[src/rtl/riscv_wb_pkg.sv]
// Shared writeback-stage definitions: source codes, default widths and the
// entry type carried through the MEM/WB register slice.
package riscv_wb_pkg;

    localparam int WB_XLEN  = 32;
    localparam int WB_N_SRC = 4;
    localparam int WB_RD_W  = 5;

    localparam int WB_SEL_ALU = 0;
    localparam int WB_SEL_MEM = 1;
    localparam int WB_SEL_PC4 = 2;
    localparam int WB_SEL_IMM = 3;

    typedef struct packed {
        logic [WB_XLEN-1:0] data;
        logic [WB_RD_W-1:0] rd;
        logic               we;
        logic               sel_err;
    } wb_entry_t;

endpackage

[src/rtl/wb_skid_buffer.sv]
// Two-entry valid/ready register slice (main + skid) over an arbitrary packed
// entry type; in_ready is purely registered so out_ready never reaches it.
module wb_skid_buffer
    import riscv_wb_pkg::*;
#(
    parameter type entry_t = wb_entry_t
) (
    input  logic   clk,
    input  logic   rst,
    input  logic   flush,
    input  logic   in_valid,
    output logic   in_ready,
    input  entry_t in_entry,
    output logic   out_valid,
    input  logic   out_ready,
    output entry_t out_entry
);

    entry_t main_q, main_d;
    entry_t skid_q, skid_d;
    logic   main_valid_q, main_valid_d;
    logic   skid_valid_q, skid_valid_d;
    logic   accept;

    assign in_ready  = !skid_valid_q && !rst;
    assign accept    = in_valid && in_ready;
    assign out_valid = main_valid_q;
    assign out_entry = main_q;

    always_comb begin
        main_d       = main_q;
        skid_d       = skid_q;
        main_valid_d = main_valid_q;
        skid_valid_d = skid_valid_q;
        if (flush) begin
            // Payloads are left in place; only the valid bits matter here.
            main_valid_d = 1'b0;
            skid_valid_d = 1'b0;
        end else if (!main_valid_q || out_ready) begin
            if (skid_valid_q) begin
                main_d       = skid_q;
                main_valid_d = 1'b1;
                skid_valid_d = 1'b0;
            end else begin
                if (accept) begin
                    main_d = in_entry;
                end
                main_valid_d = accept;
            end
        end else if (accept) begin
            skid_d       = in_entry;
            skid_valid_d = 1'b1;
        end
    end

    always_ff @(posedge clk) begin
        if (rst) begin
            main_q       <= '0;
            skid_q       <= '0;
            main_valid_q <= 1'b0;
            skid_valid_q <= 1'b0;
        end else begin
            main_q       <= main_d;
            skid_q       <= skid_d;
            main_valid_q <= main_valid_d;
            skid_valid_q <= skid_valid_d;
        end
    end

endmodule

[src/rtl/wb_select_stage.sv]
// Writeback source select with x0 guard and illegal-code flag, registered
// into the MEM/WB boundary through a skid-buffered valid/ready slice.
module wb_select_stage
    import riscv_wb_pkg::*;
#(
    parameter int XLEN  = WB_XLEN,
    parameter int N_SRC = WB_N_SRC,
    parameter int SEL_W = $clog2(N_SRC),
    parameter int RD_W  = WB_RD_W
) (
    input  logic                  clk,
    input  logic                  rst,
    input  logic                  flush,
    input  logic                  in_valid,
    output logic                  in_ready,
    input  logic [N_SRC*XLEN-1:0] in_src,
    input  logic [SEL_W-1:0]      in_sel,
    input  logic [RD_W-1:0]       in_rd,
    input  logic                  in_we,
    output logic                  out_valid,
    input  logic                  out_ready,
    output logic [XLEN-1:0]       out_data,
    output logic [RD_W-1:0]       out_rd,
    output logic                  out_we,
    output logic                  out_sel_err
);

    typedef struct packed {
        logic [XLEN-1:0] data;
        logic [RD_W-1:0] rd;
        logic            we;
        logic            sel_err;
    } entry_t;

    entry_t          sel_entry;
    entry_t          main_entry;
    logic            legal;
    logic [XLEN-1:0] picked;

    // Explicit compare per source keeps unused codes at a defined zero.
    always_comb begin
        picked = '0;
        legal  = 1'b0;
        for (int k = 0; k < N_SRC; k++) begin
            if (in_sel == SEL_W'(k)) begin
                picked = in_src[k*XLEN +: XLEN];
                legal  = 1'b1;
            end
        end
        sel_entry.rd      = in_rd;
        sel_entry.sel_err = !legal;
        if (!legal || in_rd == '0) begin
            sel_entry.data = '0;
            sel_entry.we   = 1'b0;
        end else begin
            sel_entry.data = picked;
            sel_entry.we   = in_we;
        end
    end

    wb_skid_buffer #(
        .entry_t (entry_t)
    ) u_slice (
        .clk       (clk),
        .rst       (rst),
        .flush     (flush),
        .in_valid  (in_valid),
        .in_ready  (in_ready),
        .in_entry  (sel_entry),
        .out_valid (out_valid),
        .out_ready (out_ready),
        .out_entry (main_entry)
    );

    assign out_data    = main_entry.data;
    assign out_rd      = main_entry.rd;
    assign out_we      = main_entry.we && out_valid;
    assign out_sel_err = main_entry.sel_err;

endmodule

[config.mk]
export PLATFORM = sky130hd
export DESIGN_NAME = wb_select_stage
export DESIGN_NICKNAME = d
export VERILOG_FILES = /design/src/rtl/riscv_wb_pkg.sv /design/src/rtl/wb_skid_buffer.sv /design/src/rtl/wb_select_stage.sv
export SDC_FILE = /design/constraint.sdc
export NUM_CORES = 1
export LEC_CHECK = 0
export BUFFER_PORTS_ARGS = -buffer_cell sky130_fd_sc_hd__buf_2
export CAP_MARGIN = 30
export CORE_MARGIN = 2
export CORE_UTILIZATION = 30
export DETAILED_ROUTE_END_ITERATION = 16
export HOLD_SLACK_MARGIN = 0.08
export SKIP_CTS_REPAIR_TIMING = 1
export SYNTH_ARGS = -nofsm -noshare
export SYNTH_HDL_FRONTEND = slang
export SYNTH_SLANG_ARGS = --single-unit
[constraint.sdc]
create_clock -name clk -period 5.5 [get_ports clk]
set_clock_uncertainty 0.1 [all_clocks]
set_input_delay 0.55 -clock clk [delete_from_list [all_inputs] [get_ports clk]]
set_output_delay 0.55 -clock clk [all_outputs]
set_load 0.02 [all_outputs]
* After elaboration in Yosys (flattened, before gate mapping)
Cells that the tools add are included.
Cells by class: eq/ne operators 3, multiplexer cells 13, bitwise gates (word level) 2, reduce and logical (&&, ||, !) cells 16
Operator list (number):
- 2-to-1 mux 32 bit | 5
- 2-to-1 mux 39 bit | 2
- 2-to-1 mux 1 bit | 6
- AND reduction 3 bit | 2
- logical NOT 5 bit | 1
- == test 2 bit, second input constant | 2
- logical NOT 1 bit | 4
- logical AND 1 bit | 3
- OR reduction 3 bit | 1
- == test 2 x 1 -> 1 bit, second input constant | 1
- logical NOT 2 bit | 1
- logical OR 1 bit | 2
- NOT 1 bit | 2
- nonzero test 2 bit | 1
- OR reduction 2 bit | 1
Word-level totals: bits in registers 80, bits of input ports 141, output and inout bits 41, logic and storage cells 44

* Depth between registers and ports, before layout
word-level depth 10, gate-level depth with buffers 7, mapped depth without buffers 4

* By module
Synthesis repeated with hierarchy kept, for this count alone.
Second synthesis, totals: cell total of the unflattened synthesis 485, area total of the unflattened synthesis 4813.4 µm²
By module, submodules not included:
- wb_skid_buffer | instances 1, cells each 403, area each 3702.3 µm², seq. area each 1601.5 µm²
- wb_select_stage | instances 1, cells each 82, area each 1111.1 µm², seq. area each 0.0 µm²

* Worst setup path after synthesis
Ideal clock, no wire load.
kind input port to flip-flop, from input port flush, to register u_slice.skid_q[32] in the netlist's numbering, data arrival time 1.823 ns, required time 5.272 ns, slack 3.449 ns, stages on the path 6, path through or4b_4 or2_1 buf_4 buf_6 a22oi_1 nor2_1
On the way: cells in the longest elaborated chain, start to end 2
Ends and longest elaborated chain:
- start: declaration | RTL line wb_select_stage.sv:13 | input logic flush,
- NOT 1 bit (no source line)
- AND reduction 3 bit (no source line)
- end signal: assignment | RTL line wb_skid_buffer.sv:64 | skid_q <= skid_d;
- end: declaration | RTL line wb_skid_buffer.sv:20 | entry_t skid_q, skid_d;
No other way between the ends. A chain may end at the register's enable or synchronous reset.

* Worst setup path after layout
from register u_slice.skid_valid_q, to register u_slice.skid_q[19] in the netlist's numbering
On the way: cells in the longest elaborated chain, start to end 4
Ends and longest elaborated chain:
- start: declaration | RTL line wb_skid_buffer.sv:22 | logic skid_valid_q, skid_valid_d;
- start signal: assignment | RTL line wb_skid_buffer.sv:66 | skid_valid_q <= skid_valid_d;
- logical NOT 1 bit | RTL line wb_skid_buffer.sv:25 | assign in_ready = !skid_valid_q && !rst;
- logical AND 1 bit | RTL line wb_skid_buffer.sv:25
- logical AND 1 bit | RTL line wb_skid_buffer.sv:26 | assign accept = in_valid && in_ready;
- AND reduction 3 bit (no source line)
No other way between the ends.

==> impl_results.md <==
- Status: finished, final reports clean
- DR pass1 iterations: 4
- Multi-input logic area: 2183 sq um
- Syn Std Cell Area: 4224 sq um
- Top FF cell, synth: dfxtp_1
- Sum Neg Setup Slack: 0 ns
- Syn_nets: 549
- Max_slew headroom: 41.94%
- Final WS setup: 2.821 ns
- Synth top cells by count: 80 x dfxtp_1, 57 x nor2_1, 46 x a22oi_1, 41 x buf_4, 32 x mux4_2
- RSZ-0062 raised after global routing: false
- Post-route core utilization: 38.01%
- Hold wc startpoint: u_slice.skid_q[3]
- Adder-Cell Fraction of Synth Area: 0%
- Setup violations, final: 0
- Post-Synth Simple-Gate Area: 11.29%
- Maximum vdd drop: 128.6 uV
- GP Congestion: 0.7728
- Clock transition at path regs: 0.06 ns
- Fmax: 0.3733 GHz
- Sinks on Clock Net: 80
- Largest net degree at the start of global routing: 80
- # IOs: 182
- Top cell type by total area after synthesis: dfxtp_1
- Fin crit share: 48.70%
- Min-Delay Path Class: flip-flop to flip-flop
- Max-cap violation count: 0
- Post-Route WL: 10900 um
- Synth Area in Compound Gates: 17.33%
- Worst r2r path cells: 5
- Data arrival, critical path: 2.84 ns
- Pwr Density: 259.1 nW/um^2
- First-pass GRT wire length: 17280 um
- Post-synth top area share: 37.91%
- Register area: 1603 sq um
- Worst Hold Path EP: u_slice.skid_q[3]
- GRT Overall Usage: 14.76%
- Vias in the first global route: 3490
- Nets: 675
- Die H: 122.7 um
- Die Footprint: 15050 sq um
- FF-to-FF End: u_slice.skid_q[19]
- Die W: 122.7 um
- Initial Util: 30.55%
- Reg2Reg Setup Slack: 2.82 ns
- RR Startpoint: u_slice.skid_valid_q
- Largest family of logic cells by synthesized area: multiplexers
- Synth top area cells: dfxtp_1 38%, mux4_2 17%, a22oi_1 8.2%, buf_4 7.3%, mux2i_1 5.5%
- I/O Buffers: 181
- Count leader, synth: dfxtp_1
- Leakage: 0.002161 uW
- Clk buf depth: 2
- H-tree Lvls: 3
- Worst-Skew Late Latency: 0.33 ns
- Max Slew Vio Count: 0
- Post-synthesis sequential area ratio: 37.91%
- Hold path depth: 2
- Area delta synth->final: 24.41%
- Final critical-path required period: 2.679 ns
- DP Worst Slack: 2.774 ns
- Dpl hpwl: 8047 um
- FP Rows: 43
- Synth Instances: 408
- Via count: 3526
- CTS tree: yes
- Post-Synth XOR/XNOR Area: 0%
- Setup CP Type: flip-flop to flip-flop
- EDFF count, synth: 0
- Final Hold Violating Endpoints: 0
- Mux cell area share after synthesis: 22.51%
- Syn Area/Cell: 10.35 sq um
- CTS root buf: clkbuf_16
- Worst-margin pin slew: 0.8709 ns
- Crit. End Element: flip-flop
- Core Area: 13830 sq um
- # DRC: 0
- # fillers: 1371
- Register bit count reported by yosys: 80
- Share of cells above drive strength 1: 44.51%
- CTS buffer count: 9
- Crit path launch type: flip-flop
- Asr flop ratio synth: 0%
- Routed vias/inst: 4.918
- Detailed Route Iter0 Violations: 265
- CP Max Fanout: 44
- Initial antenna violation count: 0
- # diodes: 0
- Per-cell routed wire length: 15.20 um
- Yosys warnings: 0
- Final ANT Viol Nets: 0
- WP data required: 5.66 ns
- Total gr overflow: 0
- Post-synth cell types: 27
[state kept, by name (all words and copies together) (netlist names)]
register,flops
u_slice.skid_valid_q,1
u_slice.out_valid,1
u_slice.skid_q,39
u_slice.out_entry,39
[how the worst max path moves through the flow]
stage | from | endpoint | slack [ns] | cells after the start
finish | u_slice.skid_valid_q | u_slice.skid_q[19] | 2.82 | 5
global route | u_slice.skid_valid_q | u_slice.skid_q[14] | 2.58 | 5
CTS | u_slice.skid_valid_q | u_slice.skid_q[19] | 2.77 | 5
detailed placement | u_slice.skid_valid_q | u_slice.skid_q[19] | 2.77 | 5
global placement | u_slice.skid_valid_q | u_slice.skid_q[15] | 2.89 | 5
floorplan | flush | u_slice.skid_q[32] | 3.45 | 6
[logic make-up (layout without fill, tap and decap cells)]
logic type             after synthesis  in the layout
DFF                                 80             80
muxes                               55             55
AOI/OAI and AO/OA                   96             96
buffers and inverters               75            204
and+or+nand+nor                    102            102
[cell type report]
cell class,count,area share (%)
repair buffers,188,18.55
inverters,2,0.1429
clock buffers,10,4.548
multi-input cells,253,41.55
flip-flops and latches,80,30.50
well taps,180,4.286
clock inverters,4,0.4286
[power breakdown]
part | switching, uW | internal (uW) | leakage (uW)
combinational | 110 | 110 | 0.00138
clock | 223 | 310 | 0.000130
sequential | 10.3 | 598 | 0.000650
total | 343 | 1020 | 0.00216
[cells in the final DEF, fill, tap and decap left out]
| cell | netlist | final |
|---|---|---|
| dfxtp_1 | 80 | 79 |
| nor4_1 | 1 | 1 |
| nor2_1 | 57 | 57 |
| nor3b_1 | 1 | 1 |
| mux4_2 | 32 | 32 |
| clkbuf_8 | 0 | 1 |
| clkbuf_16 | 0 | 9 |
| buf_2 | 10 | 181 |
| or4b_4 | 1 | 1 |
| mux2i_1 | 23 | 23 |
| nand2_1 | 13 | 13 |
| nand3_1 | 3 | 3 |
| nor4b_4 | 0 | 1 |
| nand2b_1 | 4 | 4 |
| a21oi_1 | 8 | 8 |
| a22oi_1 | 46 | 46 |
| clkinvlp_4 | 0 | 1 |
| and2_1 | 19 | 19 |
| buf_12 | 0 | 1 |
| inv_1 | 2 | 2 |
| buf_4 | 41 | 5 |
| nor2b_1 | 1 | 1 |
| buf_6 | 2 | 1 |
| a211oi_1 | 20 | 20 |
| dfxtp_2 | 0 | 1 |
| a211oi_4 | 0 | 2 |
| or2_1 | 1 | 1 |
| clkinv_2 | 0 | 3 |
| o2bb2ai_1 | 18 | 18 |
| o21ai_0 | 1 | 1 |
| a311oi_1 | 1 | 1 |
[routing by layer]
layer,vias up,part of all wire (%),GRT usage [%]
met5,-,0,0
met4,0,1.2,5.388
met3,11,5.9,3.857
met2,110,48,24.41
met1,1674,44,18.47
li1,1731,-,-
[worst max-delay path: stages (launching register included)]
cell	delay (ns)
dfxtp_2	0.89
nand2b_1	0.35
or2_1	0.64
buf_4	0.37
a22oi_1	0.13
nor2_1	0.11
[through the flow]
stage / area, sq um / power, uW / instances / hold WS [ns]
finish: 5255 / 1362 / 717 / 0.3576
global route: 5255 / 1425 / 717 / 0.3798
CTS: 5255 / 1381 / 717 / 0.3594
detailed placement: 4994 / 844.0 / 703 / 0.3513
global placement: 4955 / 836.1 / 700 / 0.3454
floorplan: 4224 / 770.9 / 408 / 0.3360
Note: power is estimated with default switching activity, not from simulation.
